==> src/rtl/traffic_sensor_conditioner.sv <==
// traffic_sensor_conditioner: turns raw vehicle-loop inputs for streets A and B into the
// TA/TB traffic-present signals for the light controller. Each street is synchronized,
// debounced and edge-detected into arrivals; a saturating queue counter is drained while
// that street's green lamp is lit.
// Optional stuck-loop detection is compiled in with `define SENSOR_STUCK_DETECT_EN.
// Street A lives in index 0 of every per-street vector/array, street B in index 1.
module traffic_sensor_conditioner #(
    parameter int unsigned DEBOUNCE = 4,
    parameter int unsigned DRAIN    = 8,
    parameter int unsigned CNT_W    = 4,
    parameter int unsigned STUCK    = 1024
) (
    input  logic             clk,
    input  logic             rst,
    input  logic             loop_a,
    input  logic             loop_b,
    input  logic             GA,
    input  logic             GB,
    output logic             TA,
    output logic             TB,
    output logic [CNT_W-1:0] qa,
    output logic [CNT_W-1:0] qb,
    output logic             fault_a,
    output logic             fault_b
);

    localparam int unsigned DbW = (DEBOUNCE > 1) ? $clog2(DEBOUNCE) : 1;
    localparam int unsigned DrW = (DRAIN > 1) ? $clog2(DRAIN) : 1;
    localparam logic [DbW-1:0]   DbLast = DbW'(DEBOUNCE - 1);
    localparam logic [DrW-1:0]   DrLast = DrW'(DRAIN - 1);
    localparam logic [CNT_W-1:0] QMax   = '1;

    // Reject degenerate configurations at elaboration.
    if (DEBOUNCE < 1 || DRAIN < 1 || STUCK < 1 || CNT_W < 1) begin : g_param_check
        $error("traffic_sensor_conditioner: parameters must all be >= 1");
    end

    logic [1:0] loop_raw;
    logic [1:0] green;

    assign loop_raw = {loop_b, loop_a};
    assign green    = {GB, GA};

    logic [1:0] sync1_q, sync1_d;
    logic [1:0] sync2_q, sync2_d;
    logic [1:0] deb_q, deb_d;
    logic [1:0] deb_prev_q, deb_prev_d;
    logic [DbW-1:0]   db_cnt_q [2];
    logic [DbW-1:0]   db_cnt_d [2];
    logic [DrW-1:0]   dr_cnt_q [2];
    logic [DrW-1:0]   dr_cnt_d [2];
    logic [CNT_W-1:0] queue_q  [2];
    logic [CNT_W-1:0] queue_d  [2];

    logic [1:0] arr;
    logic [1:0] dep;
    logic [1:0] fault;

    // Arrival is a rising edge of the debounced loop state; falling edges are ignored.
    assign arr = deb_q & ~deb_prev_q;

    // Synchronizer and debouncer next state.
    always_comb begin
        sync1_d    = loop_raw;
        sync2_d    = sync1_q;
        deb_d      = deb_q;
        deb_prev_d = deb_q;
        for (int i = 0; i < 2; i++) begin
            db_cnt_d[i] = '0;
            // Any agreeing sample restarts the count; the DEBOUNCE-th disagreeing one flips.
            if (sync2_q[i] != deb_q[i]) begin
                if (db_cnt_q[i] == DbLast) begin
                    deb_d[i] = ~deb_q[i];
                end else begin
                    db_cnt_d[i] = db_cnt_q[i] + DbW'(1);
                end
            end
        end
    end

    // Drain timer: runs only while green and the queue is non-empty.
    always_comb begin
        dep = '0;
        for (int i = 0; i < 2; i++) begin
            dr_cnt_d[i] = '0;
            if (green[i] && (queue_q[i] != '0)) begin
                if (dr_cnt_q[i] == DrLast) begin
                    dep[i] = 1'b1;
                end else begin
                    dr_cnt_d[i] = dr_cnt_q[i] + DrW'(1);
                end
            end
        end
    end

    // Queue counter: saturating increment on arrival, decrement on departure.
    always_comb begin
        for (int i = 0; i < 2; i++) begin
            queue_d[i] = queue_q[i];
            unique case ({arr[i], dep[i]})
                2'b10: if (queue_q[i] != QMax) queue_d[i] = queue_q[i] + CNT_W'(1);
                2'b01: queue_d[i] = queue_q[i] - CNT_W'(1);
                default: queue_d[i] = queue_q[i];
            endcase
        end
    end

    // State registers for synchronizer, debouncer, drain timer and queue.
    always_ff @(posedge clk or negedge rst) begin
        if (!rst) begin
            sync1_q    <= '0;
            sync2_q    <= '0;
            deb_q      <= '0;
            deb_prev_q <= '0;
            for (int i = 0; i < 2; i++) begin
                db_cnt_q[i] <= '0;
                dr_cnt_q[i] <= '0;
                queue_q[i]  <= '0;
            end
        end else begin
            sync1_q    <= sync1_d;
            sync2_q    <= sync2_d;
            deb_q      <= deb_d;
            deb_prev_q <= deb_prev_d;
            for (int i = 0; i < 2; i++) begin
                db_cnt_q[i] <= db_cnt_d[i];
                dr_cnt_q[i] <= dr_cnt_d[i];
                queue_q[i]  <= queue_d[i];
            end
        end
    end

`ifdef SENSOR_STUCK_DETECT_EN
    localparam int unsigned StW = $clog2(STUCK + 1);
    localparam logic [StW-1:0] StLim = StW'(STUCK);

    logic [StW-1:0] stuck_q [2];
    logic [StW-1:0] stuck_d [2];
    logic [1:0]     fault_q, fault_d;

    // Stuck counter: consecutive debounced-high cycles, holds at the limit; fault is sticky.
    always_comb begin
        fault_d = fault_q;
        for (int i = 0; i < 2; i++) begin
            stuck_d[i] = '0;
            if (deb_q[i]) begin
                stuck_d[i] = (stuck_q[i] == StLim) ? stuck_q[i] : stuck_q[i] + StW'(1);
            end
            if (stuck_d[i] == StLim) begin
                fault_d[i] = 1'b1;
            end
        end
    end

    // Stuck counter and fault flag registers.
    always_ff @(posedge clk or negedge rst) begin
        if (!rst) begin
            fault_q <= '0;
            for (int i = 0; i < 2; i++) begin
                stuck_q[i] <= '0;
            end
        end else begin
            fault_q <= fault_d;
            for (int i = 0; i < 2; i++) begin
                stuck_q[i] <= stuck_d[i];
            end
        end
    end

    assign fault = fault_q;
`else
    assign fault = '0;
`endif

    assign qa      = queue_q[0];
    assign qb      = queue_q[1];
    assign fault_a = fault[0];
    assign fault_b = fault[1];
    assign TA      = (queue_q[0] != '0) | fault[0];
    assign TB      = (queue_q[1] != '0) | fault[1];

endmodule

==> config.mk <==
export PLATFORM = sky130hd
export DESIGN_NAME = traffic_sensor_conditioner
export DESIGN_NICKNAME = d
export VERILOG_FILES = /design/src/rtl/traffic_sensor_conditioner.sv
export SDC_FILE = /design/constraint.sdc
export NUM_CORES = 1
export LEC_CHECK = 0
export ABC_CLOCK_PERIOD_IN_PS = 5200
export CAP_MARGIN = 20
export CORE_UTILIZATION = 56
export DETAILED_ROUTE_END_ITERATION = 10
export PLACE_DENSITY = 0.91
export SLEW_MARGIN = 20
export SYNTH_ARGS = -nofsm -noshare
export SYNTH_HDL_FRONTEND = slang
export SYNTH_SLANG_ARGS = --single-unit
==> constraint.sdc <==
create_clock -name clk -period 5.2 [get_ports clk]
set_input_delay 1.04 -clock clk [delete_from_list [all_inputs] [get_ports clk]]
set_output_delay 1.04 -clock clk [all_outputs]
set_load 0.1 [all_outputs]
==> qor.yml, run 1 <==
grt-ovfl-total: 0
rows: 16
firstDrtPassIters: 4
slew-limit-headroom: 0.351
cts_repair_resize_count: 0
synthMostInstantiatedCell: "dfrtp_1"
avgSynthCellArea_um2: 12.9
wl_met1_um: 814
drc: 0
hold_viol_final: 0
fin_crit_ps: 3570
cts_max_path_buffers: 2
end_kind: "output port"
place.gp.congestion: 0.836
synth_top_family_by_area: "simple AND/OR/NAND/NOR gates"
async_flop_share: 1.00
fp.dieH_um: 47.8
ys_top_cells_by_count: "dfrtp_1 (26), ha_1 (8)"
ys_top_cells_by_area: "dfrtp_1 (55%), ha_1 (8.5%), xnor2_1 (3.0%), xor2_1 (3.0%), mux2_2 (2.9%)"
drt_iter0_drc: 6
fin_worst_skew_ps: 10.4
ant_nets: 0
n_fill_cell: 148
tns_ps: 0
ys_seq_area_frac: 0.554
grt_usage: 0.183
arrival_ps: 2530
yosys.area_share.simple: 0.149
routed.top_layer: "met4"
clk_latency_ps: 330
synth_adder_area_share: 0.0852
synth-main-ff-cell: "dfrtp_1"
synth_top_cell_by_area: "dfrtp_1"
cap_violations: 0
synth_cells: 91
post-cts-setup-buffers: 0
cts-hold-fix-buffers: 0
synth_compound_area_frac: 0.0852
timing.final.crit_share: 0.686
dieArea_mm2: 0.00229
io_buffers: 15
cts_root_buffer: "clkbuf_4"
drt_wl_total_mm: 1.83
startpoint_type: "flop"
synthXorXnorAreaFrac: 0.0596
grt_max_degree: 27
required_ps: 4160
final_layout_size_suffix_gt1_frac: 0.150
rsz0062_at_grt: "false"
hold_class: "flop to flop"
numCtsBuffers: 3
detail_route.wl_per_cell_um: 13.7
grt_pass1_vias: 695
cts_sinks: 26
drv_slew: 0
syn_to_final_growth_pct: 16.8
worst_pin_slew_ps: 971
ys_ff_latch: 26
synth_edf_count: 0
diodes: 0
max_freq_mhz: 280
fin_nets: 122
ios: 18
netlist.area_leader.share: 0.554
finalSetupViolCount: 0
status: "complete, no violations"
antenna_found_initial: 0
wl_met3_um: 36
cts_tree: "done"
start_util: 0.599
synth_mux_area_frac: 0.0288
core_mm2: 0.00196
clkTransAtPathRegs_ps: 140
yosysWarnings: 0
ys_types: 35
htree_levels: 1
hpwl_mm: 1.31
route.met2.wl_um: 939
vias: 749
viasPerCell: 5.59
die_width_um: 47.8
grt_pass1_wl_mm: 2.84
netlist_area_mm2: 0.00117
worst-setup-path-type: "flop to output port"
cp_max_fo: 6
## critical path: stages, from the launching register on
cell and delay (ps):
dfrtp_1 460, nor4_1 600, inv_1 150, clkdlybuf4s50_1 1000
## routing by layer
layer,vias to the layer above,GRT usage
met3,5,0.0264
met1,373,0.213
met4,0,0.106
met5,-,0
li1,353,-
met2,18,0.319
## cell families after synthesis
family | after synthesis
flip-flops | 26
other | 1
AO/OA/AOI/OAI | 11
adder cells (fa/ha/maj) | 8
XOR/XNOR | 8
buffers and inverters | 5
AND/OR/NAND/NOR | 29
multiplexers | 3
## cell type report
| class | count | area [um^2] | share of cell area |
|---|---|---|---|
| Inverter | 1 | 3.75 | 0.00273 |
| Sequential cell | 26 | 651 | 0.474 |
| Clock buffer | 3 | 22.5 | 0.0164 |
| Tap cell | 27 | 33.8 | 0.0246 |
| Timing Repair Buffer | 15 | 145 | 0.106 |
| Multi-Input combinational cell | 61 | 487 | 0.355 |
| Clock inverter | 1 | 30.0 | 0.0219 |
## registers in the layout, indices dropped and copies added, names as in the netlist
register    flops
qa              4
deb_prev_d      2
sync2_q         2
sync1_q         2
qb              4
deb_prev_q      2
db_cnt_q        4
dr_cnt_q        6
## worst paths after layout
kind	start	to	slack, ps	depth (start not counted)
setup / recovery	qa[0]	TA	1630	3
hold / removal	sync1_q[1]	sync2_q[1]	370	0
setup reg to reg	qa[0]	qa[2]	2980	6
hold reg to reg	sync1_q[1]	sync2_q[1]	370	0
max in group asynchronous	rst	dr_cnt_q[3]	4150	1
min in group asynchronous	rst	qb[3]	680	1
## layout by cell type (no fill, tap or decap), drive strengths merged
master / n
and3: 4
bufinv: 1
nor3b: 2
mux2: 3
xnor2: 4
nor2b: 2
conb: 2
a31oi: 1
dfrtp: 26
or3: 1
nand2b: 1
nor4: 1
a21oi: 4
or4: 2
clkdlybuf4s50: 14
o211ai: 1
and2: 2
nor2: 4
inv: 1
nand4: 3
a41oi: 1
o2111ai: 1
ha: 8
a32oi: 1
nand2: 4
o31ai: 1
o32a: 1
clkbuf: 3
nor3: 3
xor2: 4
buf: 1
## through the flow
step / std cells / hold slack (ps) / worst slack (ps) / util / instance area, um^2
global route: 134 / 391 / 1550 / 0.700 / 1370
global placement: 130 / 332 / 2120 / 0.675 / 1330
floorplan: 92 / 331 / 2280 / - / 1180
CTS: 134 / 378 / 1660 / 0.702 / 1380
detailed placement: 130 / 346 / 2040 / 0.675 / 1330
finish: 134 / 374 / 1630 / 0.700 / 1370
Power of run 1 is not shown: default switching activity piles up to over one toggle a cycle in this logic, so the estimate is an artifact.
==> run 2: changes to the inputs <==
--- a/config.mk
+++ b/config.mk
@@ -5,11 +5,11 @@
 export SDC_FILE = /design/constraint.sdc
 export NUM_CORES = 1
 export LEC_CHECK = 0
-export ABC_CLOCK_PERIOD_IN_PS = 5200
+export ABC_CLOCK_PERIOD_IN_PS = 3000
 export CAP_MARGIN = 20
-export CORE_UTILIZATION = 56
+export CORE_UTILIZATION = 47
 export DETAILED_ROUTE_END_ITERATION = 10
-export PLACE_DENSITY = 0.91
+export PLACE_DENSITY = 0.83
 export SLEW_MARGIN = 20
 export SYNTH_ARGS = -nofsm -noshare
 export SYNTH_HDL_FRONTEND = slang
==> constraint.sdc (replaced) <==
create_clock -name clk -period 3 [get_ports clk]
set_input_delay 0.6 -clock clk [delete_from_list [all_inputs] [get_ports clk]]
set_output_delay 0.6 -clock clk [all_outputs]
set_load 0.1 [all_outputs]
==> qor.yml, run 2 (synthesis gave the netlist of run 1 again) <==
antenna_found_initial: 0  # unchanged
syn_to_final_growth_pct: 14.5
firstDrtPassIters: 4  # unchanged
cts_root_buffer: "clkbuf_4"
start_util: 0.516  # -0.0826
grt-ovfl-total: 0  # unchanged
clk_latency_ps: 300  # -30 ps
worst_pin_slew_ps: 572  # -398 ps
htree_levels: 1  # unchanged
io_buffers: 15  # unchanged
final_common_cell: "dfrtp_1"
ant_nets: 0  # unchanged
slowest_delay_ps: 550  # -450 ps
arrival_ps: 1750  # -780 ps
cts_repair_resize_count: 0  # unchanged
drc: 0  # unchanged
diodes: 0  # unchanged
required_ps: 2400  # -1760 ps
route.met2.wl_um: 851  # -9.4%
cp_max_fo: 6  # unchanged
core_mm2: 0.00228  # +16%
ios: 18  # unchanged
cts_max_path_buffers: 2  # unchanged
cts-hold-fix-buffers: 0  # unchanged
end_kind: "output port"
r2r_end: "qa[2]"
timing.final.crit_share: 0.782
hold_viol_final: 0  # unchanged
cts_tree: "done"
rr_worst_depth: 8  # +2
grt_max_degree: 27  # unchanged
viasPerCell: 5.31  # -5.0%
drv_slew: 0  # unchanged
dieArea_mm2: 0.00270  # +18%
cap_violations: 0  # unchanged
wl_met3_um: 38  # +5.6%
hpwl_mm: 1.28  # -2.5%
grt_pass1_vias: 703  # +1.2%
rsz0062_at_grt: "false"
r2r_start: "dr_cnt_q[3]"
hold_end: "sync2_q[1]"
drt_wl_total_mm: 1.64  # -10%
fin_nets: 123  # +0.82%
max_freq_mhz: 426
min-delay-start: "sync1_q[1]"
clkTransAtPathRegs_ps: 120  # -20 ps
worst-setup-path-type: "flop to output port"
largest_register_ffs: 6  # unchanged
fin_crit_ps: 2350
post-cts-setup-buffers: 0  # unchanged
drt_iter0_drc: 5  # -1
hold_class: "flop to flop"
wl_met1_um: 740  # -9.1%
fin_worst_skew_ps: 4.16  # -6.26 ps
fp.dieH_um: 52.0  # +8.8%
rows: 17  # +1
numCtsBuffers: 3  # unchanged
top_register: "dr_cnt_q"
final_layout_size_suffix_gt1_frac: 0.241  # +0.0912
finalSetupViolCount: 0  # unchanged
final_cell_mix: "dfrtp_1 (26), buf_4 (11), ha_1 (8)"
vias: 722  # -3.6%
grt_usage: 0.145  # -0.0378
regToRegSetupSlack_ps: 860  # -2120 ps
slowest_stage: "nor4_1"
tns_ps: 0  # unchanged
cts_sinks: 26  # unchanged
detail_route.wl_per_cell_um: 12.1  # -12%
place.gp.congestion: 0.764  # -8.6%
die_width_um: 52.0  # +8.8%
status: "complete, no violations"
grt_pass1_wl_mm: 2.86  # +0.99%
fin_util: 0.591  # -0.109
routed.top_layer: "met4"
startpoint_type: "flop"
worstPathCellList: "nor4_1 -> inv_1 -> buf_4"
min_path_cells: 0  # unchanged
slew-limit-headroom: 0.615  # +0.264
## run 2: per-stage QoR
stage / std cells / instance area (um^2) / setup WS [ps] / hold WS [ps]
after CTS: 136 / 1350 / 667 / 370
after detailed placement: 132 / 1310 / 489 / 339
after global placement: 132 / 1310 / 601 / 333
after floorplan: 92 / 1180 / 300 / 304
after global routing: 136 / 1350 / 496 / 373
final: 136 / 1350 / 653 / 364
## run 2: worst max-delay path, delay by kind of cell, from the launching register on
family | cells | cell delay, ps
flip-flops | 1 | 470
AND/OR/NAND/NOR | 1 | 550
buffers and inverters | 2 | 420
## run 2: layer usage
layer  vias to the layer above  GRT usage
li1                        360          -
met1                       349      0.171
met2                        11      0.265
met3                         2     0.0175
met4                         0     0.0541
met5                         -          0
## run 2: cell type report
| type | instances | area, um^2 |
|---|---|---|
| flip-flops and latches | 26 | 651 |
| multi-input cells | 61 | 487 |
| well taps | 28 | 35.0 |
| repair buffers | 16 | 133 |
| fillers | 187 | 931 |
| inverters | 1 | 3.75 |
| clock buffers | 4 | 36.3 |
## run 2: worst max-delay path by stage
stage                      from     to  slack (ps)
after floorplan           qb[1]  qb[2]         300
after global placement       GA  qa[2]         600
after detailed placement     GA  qa[2]         490
after CTS                 qa[0]     TA         670
after global routing      qa[0]     TA         500
final                     qa[0]     TA         650
Power of run 2 is left out for the same reason.
==> run 3: changes to the inputs <==
--- a/config.mk
+++ b/config.mk
@@ -5,11 +5,11 @@
 export SDC_FILE = /design/constraint.sdc
 export NUM_CORES = 1
 export LEC_CHECK = 0
-export ABC_CLOCK_PERIOD_IN_PS = 3000
+export ABC_CLOCK_PERIOD_IN_PS = 2250
 export CAP_MARGIN = 20
-export CORE_UTILIZATION = 47
+export CORE_UTILIZATION = 52
 export DETAILED_ROUTE_END_ITERATION = 10
-export PLACE_DENSITY = 0.83
+export PLACE_DENSITY = 0.86
 export SLEW_MARGIN = 20
 export SYNTH_ARGS = -nofsm -noshare
 export SYNTH_HDL_FRONTEND = slang
==> constraint.sdc (replaced) <==
create_clock -name clk -period 2.25 [get_ports clk]
set_input_delay 0.45 -clock clk [delete_from_list [all_inputs] [get_ports clk]]
set_output_delay 0.45 -clock clk [all_outputs]
set_load 0.1 [all_outputs]
==> qor.yml, run 3 (synthesis gave the netlist of run 1 again) <==
rsz0062_at_grt: "false"
die_width_um: 49.5  # -4.7%
fin_crit_ps: 2200
rr_worst_depth: 7  # -1
final_area_mm2: 0.00143  # +6.0%
detail_route.wl_per_cell_um: 14.2  # +18%
clkTransAtPathRegs_ps: 140  # +20 ps
place.gp.congestion: 0.840  # +9.9%
viasPerCell: 5.45  # +2.6%
rows: 16  # -1
hold_slack_ps: 365  # +0.902 ps
drt_iter0_drc: 6  # +1
hold_end: "sync2_q[1]"
drc: 0  # unchanged
worst-setup-path-type: "flop to output port"
core_mm2: 0.00204  # -10%
hold_class: "flop to flop"
route.met2.wl_mm: 1.02  # +19%
cts_root_buffer: "clkbuf_4"
final_common_cell: "dfrtp_1"
drt_wl_total_mm: 1.96  # +20%
largest_register_ffs: 6  # unchanged
final_layout_size_suffix_gt1_frac: 0.351  # +0.111
fp.dieH_um: 49.5  # -4.7%
slowest_delay_ps: 550  # about the same
numCtsBuffers: 3  # unchanged
r2r_end: "qb[2]"
grt_max_degree: 27  # unchanged
max_freq_mhz: 455
regToRegSetupSlack_ps: 80  # -780 ps
drv_slew: 0  # unchanged
routed.top_layer: "met4"
tns_ps: 0  # unchanged
dieArea_mm2: 0.00245  # -9.3%
fin_nets: 126  # +2.4%
worstPathCellList: "or4_4 -> buf_4 -> buf_12"
cap_violations: 0  # unchanged
crit_path_start: "qb[1]"
required_ps: 1800  # -600 ps
start_util: 0.575  # +0.0592
crit_family: "flip-flops"
diodes: 0  # unchanged
wl_met3_um: 67  # +76%
cts_sinks: 26  # unchanged
wl_met1_um: 849  # +15%
syn_to_final_growth_pct: 21.3
firstDrtPassIters: 2  # -2
vias: 752  # +4.2%
fin_util: 0.698  # +0.107
status: "complete, no violations"
timing.final.crit_share: 0.977
arrival_ps: 1750  # about the same
cts_max_path_buffers: 2  # unchanged
cts_repair_resize_count: 0  # unchanged
ant_nets: 0  # unchanged
fin_worst_skew_ps: 5.94  # +1.78 ps
r2r_start: "qb[1]"
clk_latency_ps: 320  # +20 ps
min-delay-start: "sync1_q[1]"
min_path_cells: 0  # unchanged
grt_pass1_vias: 750  # +6.7%
antenna_found_initial: 0  # unchanged
dpl_cell_area_mm2: 0.00137  # +4.9%
finalSetupViolCount: 0  # unchanged
ios: 18  # unchanged
crit_buf_inv: 2  # unchanged
end_kind: "output port"
slowest_stage: "dfrtp_4"
top_register: "dr_cnt_q"
cts_tree: "done"
grt_usage: 0.192  # +0.0473
htree_levels: 1  # unchanged
post-cts-setup-buffers: 0  # unchanged
io_buffers: 15  # unchanged
final_cell_mix: "dfrtp_1 (18), buf_4 (12), ha_1 (7), dfrtp_2 (7), clkdlybuf4s50_1 (5)"
grt-ovfl-total: 0  # unchanged
grt_pass1_wl_mm: 3.54  # +24%
startpoint_type: "flop"
cts-hold-fix-buffers: 0  # unchanged
cp_max_fo: 8  # +2
hpwl_mm: 1.37  # +6.9%
hold_viol_final: 0  # unchanged
-- run 3: cell count changes in the layout (fill, tap and decap cells not counted) --
cell | before | now
bufinv_16 | 0 | 1
dfrtp_2 | 0 | 7
clkbuf_8 | 1 | 0
buf_4 | 11 | 12
nor2_2 | 0 | 1
ha_1 | 8 | 7
buf_12 | 0 | 2
dfrtp_4 | 0 | 1
dfrtp_1 | 26 | 18
nor2_1 | 4 | 3
ha_2 | 0 | 1
-- run 3: worst max-delay path by stage --
stage / slack (ps) / end / cells after the start
floorplan: -170 / qb[2] / 9
global placement: 50 / qa[2] / 7
detailed placement: -10 / qa[2] / 7
CTS: 50 / TB / 3
global route: 7 / TB / 3
finish: 50 / TB / 3
-- run 3: cell type report --
type | instances | area [um^2]
Clock buffer | 3 | 22.5
Fill cell | 148 | 617
Inverter | 1 | 3.75
Clock inverter | 1 | 30.0
Tap cell | 27 | 33.8
Multi-Input combinational cell | 61 | 492
Sequential cell | 26 | 663
Timing Repair Buffer | 19 | 180
-- run 3: metrics by stage --
stage	setup slack (ps)	std cells
after global routing	6.64	138
after global placement	51.3	134
after detailed placement	-11.2	134
after floorplan	-167	92
after CTS	47.0	138
final	52.6	138
-- run 3: worst register-to-register path, delay by kind of cell, from the launching register on --
family | cells | cell delay [ps]
simple gates | 3 | 770
fa+ha+maj | 1 | 250
flops | 1 | 550
xor+xnor | 2 | 360
compound gates | 1 | 170
-- run 3: metal layers --
layer / up-vias / track usage
met3: 4 / 0.0525
met1: 368 / 0.243
met5: - / 0
met2: 16 / 0.327
li1: 364 / -
met4: 0 / 0.0429
Power of run 3 is left out for the same reason.
